`src/rtl/eco32f_div_pkg.sv`:
```
// Shared types and constants for the eco32f serial divider sequencer.
package eco32f_div_pkg;

  // Operand width; also the number of restoring iterations per divide.
  localparam int DIV_BITS_DEF = 32;

  // Iteration counter must hold the value DIV_BITS itself.
  localparam int CNT_W = $clog2(DIV_BITS_DEF + 1);

  typedef enum logic [1:0] {
    IDLE  = 2'd0,
    ITER  = 2'd1,
    FIXUP = 2'd2,
    DONE  = 2'd3
  } div_state_e;

endpackage

```
`src/rtl/eco32f_div_ctrl.sv`:
```
// Sequencer for the EX-stage serial divider: accepts div/rem requests,
// drives load/step/fix-up strobes into the datapath, stalls EX while busy,
// signals completion and flags divide-by-zero. A flush aborts any
// in-flight division without producing a result.
module eco32f_div_ctrl
  import eco32f_div_pkg::*;
#(
  parameter int DIV_BITS = DIV_BITS_DEF
) (
  input  logic clk,
  input  logic rst,
  input  logic ex_valid,
  input  logic ex_op_div,
  input  logic ex_op_rem,
  input  logic ex_signed_div,
  input  logic ex_x_neg,
  input  logic ex_y_neg,
  input  logic ex_y_zero,
  input  logic ex_stall,
  input  logic ex_flush,
  input  logic dp_sub_neg,
  output logic dp_load,
  output logic dp_neg_x,
  output logic dp_neg_y,
  output logic dp_step,
  output logic dp_sub_take,
  output logic dp_fix_q,
  output logic dp_fix_r,
  output logic div_stall,
  output logic div_done,
  output logic div_by_zero
);

  localparam logic [CNT_W-1:0] CNT_LOAD = CNT_W'(DIV_BITS);
  localparam logic [CNT_W-1:0] CNT_ONE  = CNT_W'(1);

  div_state_e       state_q, state_d;
  logic [CNT_W-1:0] cnt_q, cnt_d;
  logic             neg_quo_q, neg_quo_d;  // quotient must be negated at fix-up
  logic             neg_rem_q, neg_rem_d;  // remainder must be negated at fix-up
  logic             start;

  // A div and a rem flag together still form only one request.
  assign start = ex_valid & (ex_op_div | ex_op_rem) & ~ex_flush;

  // State, counter and sign flags; reset returns to an idle, cleared sequencer.
  always_ff @(posedge clk or posedge rst) begin
    if (rst) begin
      state_q   <= IDLE;
      cnt_q     <= '0;
      neg_quo_q <= 1'b0;
      neg_rem_q <= 1'b0;
    end else begin
      state_q   <= state_d;
      cnt_q     <= cnt_d;
      neg_quo_q <= neg_quo_d;
      neg_rem_q <= neg_rem_d;
    end
  end

  // Next-state and strobe decode; outputs are Moore except in IDLE, where
  // the request is answered in the same cycle it is presented.
  always_comb begin
    state_d     = state_q;
    cnt_d       = cnt_q;
    neg_quo_d   = neg_quo_q;
    neg_rem_d   = neg_rem_q;
    dp_load     = 1'b0;
    dp_neg_x    = 1'b0;
    dp_neg_y    = 1'b0;
    dp_step     = 1'b0;
    dp_sub_take = 1'b0;
    dp_fix_q    = 1'b0;
    dp_fix_r    = 1'b0;
    div_stall   = 1'b0;
    div_done    = 1'b0;
    div_by_zero = 1'b0;

    unique case (state_q)
      IDLE: begin
        if (start) begin
          if (ex_y_zero) begin
            // Trap immediately; the datapath is never started.
            div_by_zero = 1'b1;
          end else begin
            dp_load   = 1'b1;
            dp_neg_x  = ex_signed_div & ex_x_neg;
            dp_neg_y  = ex_signed_div & ex_y_neg;
            div_stall = 1'b1;
            // Truncating division: quotient sign is the sign product,
            // remainder follows the dividend.
            neg_quo_d = ex_signed_div & (ex_x_neg ^ ex_y_neg);
            neg_rem_d = ex_signed_div & ex_x_neg;
            cnt_d     = CNT_LOAD;
            state_d   = ITER;
          end
        end
      end

      ITER: begin
        if (ex_flush) begin
          cnt_d   = '0;
          state_d = IDLE;
        end else begin
          dp_step     = 1'b1;
          dp_sub_take = ~dp_sub_neg;
          div_stall   = 1'b1;
          cnt_d       = cnt_q - CNT_ONE;
          if (cnt_q == CNT_ONE) begin
            state_d = FIXUP;
          end
        end
      end

      FIXUP: begin
        if (ex_flush) begin
          cnt_d   = '0;
          state_d = IDLE;
        end else begin
          dp_fix_q  = neg_quo_q;
          dp_fix_r  = neg_rem_q;
          div_stall = 1'b1;
          state_d   = DONE;
        end
      end

      DONE: begin
        if (ex_flush) begin
          cnt_d   = '0;
          state_d = IDLE;
        end else begin
          // Result is held for EX until the rest of the pipeline moves on.
          div_done = 1'b1;
          if (!ex_stall) begin
            state_d = IDLE;
          end
        end
      end

      default: begin
        state_d = IDLE;
      end
    endcase
  end

endmodule

```
`config.mk`:
```
export PLATFORM = sky130hd
export DESIGN_NAME = eco32f_div_ctrl
export DESIGN_NICKNAME = d
export VERILOG_FILES = /design/src/rtl/eco32f_div_pkg.sv /design/src/rtl/eco32f_div_ctrl.sv
export SDC_FILE = /design/constraint.sdc
export NUM_CORES = 1
export LEC_CHECK = 0
export CAP_MARGIN = 20
export CORE_MARGIN = 2
export CORE_UTILIZATION = 35
export DETAILED_ROUTE_END_ITERATION = 6
export PLACE_DENSITY = 0.6
export SLEW_MARGIN = 20
export SYNTH_ARGS = -nofsm -noshare
export SYNTH_HDL_FRONTEND = slang
export SYNTH_SLANG_ARGS = --single-unit
```
`constraint.sdc`:
```
create_clock -name clk -period 2.24 [get_ports clk]
set_input_delay 0.336 -clock clk [delete_from_list [all_inputs] [get_ports clk]]
set_output_delay 0.336 -clock clk [all_outputs]
set_load 0.01 [all_outputs]
```
==> results of run 1 <==
[cell type report]
cell class	count	area [sq um]	share of cell area, %
inverters	9	33.78	2.997
multi-input cells	59	481.7	42.73
well taps	28	35.03	3.108
flip-flops and latches	10	250.2	22.20
repair buffers	33	290.3	25.75
clock buffers	4	36.28	3.219
[cells in the mapped netlist, drive strengths merged (3+ instances only)]
library cell,count,area (sq um)
inv,9,33.78
nor2,6,22.52
dfrtp,10,250.2
nor3,4,20.02
nor3b,3,27.52
o211ai,3,27.52
ha,7,87.58
nand2b,3,26.27
and3,4,25.02
o21ai,4,20.01
mux2i,3,30.03
[power by group]
| part | switching, uW | total [uW] | internal (uW) |
|---|---|---|---|
| registers | 83.3 | 352 | 268 |
| clock network | 68.1 | 167 | 98.6 |
| logic | 380 | 789 | 409 |
| total | 532 | 1310 | 776 |
[logic make-up after synthesis]
group           share of synthesized area, %
compound gates                         18.94
xor+xnor                               1.124
fa+ha+maj                              11.24
buf+inv                                6.099
flops                                  32.10
mux                                    3.852
simple gates                           26.64
[layer usage]
layer  GRT usage [%]  wire length, um  up-vias
met5               0                0        -
met4           6.757               16        0
met3           5.263              112        2
met2           25.11              825       20
met1           15.91              707      317
li1                -                -      358
[cell usage in the layout (no fill, tap or decap), drive strengths merged, types with 2 or more instances in the layout]
cell / count
buf: 12
a22o: 2
o211ai: 3
a21o: 2
o21ai: 4
and3: 4
clkbuf: 5
ha: 7
nand2: 2
nand2b: 3
dfrtp: 10
nor2: 6
dlygate4sd2: 4
o311ai: 2
clkdlybuf4s50: 16
nor3b: 3
inv: 9
o2bb2ai: 2
nor3: 4
nand3: 2
a21oi: 2
mux2i: 3
[metrics by stage]
| step | util (%) | std cells | hold WS (ns) |
|---|---|---|---|
| 2_1_floorplan | - | 79 | 0.1762 |
| 3_3_place_gp | 49.85 | 135 | 0.4675 |
| 3_5_place_dp | 49.85 | 135 | 0.4708 |
| 4_1_cts | 52.30 | 142 | 0.3544 |
| 5_1_grt | 52.48 | 143 | 0.3922 |
| 6_report | 52.48 | 143 | 0.3440 |
[worst min path at each step]
stage                  to  slack [ns]
6_report       state_q[0]        0.34
5_1_grt          cnt_q[3]        0.39
4_1_cts        state_q[0]        0.35
3_5_place_dp    neg_rem_q        0.47
3_3_place_gp    neg_rem_q        0.47
2_1_floorplan    cnt_q[0]        0.18
[registers in the layout (all words and copies together), names as in the netlist]
| name | flops |
|---|---|
| cnt_q | 6 |
| neg_quo_q | 1 |
| neg_rem_q | 1 |
| state_q | 2 |
[timing repair]
action,4_1_cts,5_1_grt
pin swaps,1,1
buffers inserted,3,1
endpoints found under the setup margin,5,1
hold buffers,0,0
resized for setup,7,2
==> results.yml, run 1 <==
status:
  status: "completed"
cts:
  root_buffer: "clkbuf_4"
  clkTransAtPathRegs_ns: 0.07
  cts_buffers: 3
  clockBufferDepth: 2
  cts_tree: "done"
  h-tree-depth: 1
  cts.sinks: 10
  clock_latency_ns: 0.26
die:
  core_sq_um: 2148
  die_area_sq_um: 2620
  io_pins: 22
  fp-row-count: 17
  die_width_um: 51.19
  start_util_pct: 36.28
  die_h_um: 51.19
timing:
  fin_crit_ns: 2.095
  final.setup.tns_ns: 0
  hold_violations: 0
  max_clock_freq_ghz: 0.4773
  slew_viol_final: 0
  setup_viol: 0
  setup_ws_ns: 0.1447
  worstMarginPinSlew_ns: 0.4043
  rsz0062_at_grt: "false"
  relSlewSlack_pct: 72.87
  fin_crit_sh_pct: 93.54
  skew_ns: 0.001567
worst_setup_path:
  start_kind: "flop"
  path_delay_family: "buffers and inverters"
  slowest_delay_ns: 0.55
  worstPathRequired_ns: 1.90
  critical_path.max_fanout: 6
  cpMaxStageDelayCell: "clkdlybuf4s50_1"
  crit_cells: 4
  path_cells: "inv_2 > ha_1 > and3_1 > clkdlybuf4s50_1"
  startpoint: "state_q[0]"
  cp.arrival_ns: 1.76
  reg2reg_depth: 5
  worstReg2RegEnd: "cnt_q[2]"
  worst-setup-path-type: "flop to output pin"
  r2r_start: "state_q[0]"
  end_kind: "output pin"
  critPathCapture: "dp_fix_r"
  crit_buf_inv: 2
  reg2reg_setup_slack_ns: 0.61
cells_and_area:
  drive_gt1_share_pct: 23.48
  area_delta_synth_final_pct: 44.62
  antenna_cells: 0
  stdcell_area_sq_um: 1127
  fill_cells: 201
  fin_nets: 135
global_route:
  grt_overflow: 0
  track_usage_pct: 14.62
  grt_max_degree: 11
  grt_pass1_wl_um: 2835
  first_global_vias: 676
  antenna_found_initial: 0
detailed_routing:
  post-route-drc-count: 0
  drtIter0Drc: 12
  first_pass_iters: 4
  drt-total-wl_um: 1661
  ant_nets: 0
  viasPerCell: 4.874
  via_count: 697
  wl_per_cell_um: 11.62
placed_design:
  hpwl_um: 1325
  post-place-ws_ns: -0.1127
  place.port_buffers: 21
  placed_cell_area_sq_um: 1071
  place_congestion: 0.7535
logic_synthesis:
  synthCells: 79
  synth_seq_cells: 10
  synthArstFlopShare_pct: 100.0
  post_synth.cell_area_avg_sq_um: 9.867
  synthesis.area_sq_um: 779.5
  synthFlopType: "dfrtp_1"
  yosys_warnings: 0
  ys_seq_area_share_pct: 32.10
  synth.net_count: 98
  synth_edf_count: 0
  ys_types: 32
power_and_ir_drop:
  power_density_nw_per_um2: 1160
  power_uw: 1307
  irDropWorstVdd_v: 0.0005384
  p_leak_uw: 0.0005595
job:
  maxCapViolCount: 0
worst_hold_path:
  worstHoldPathType: "input port to asynchronous set/reset pin"
No activity file was read; power rests on OpenSTA's default activity.
==> run 2: changes to the inputs <==
CTS_CLUSTER_SIZE = 8   (was unset)
==> results of run 2 <==
The final DEF is identical to that of run 1; final timing and power are the same.
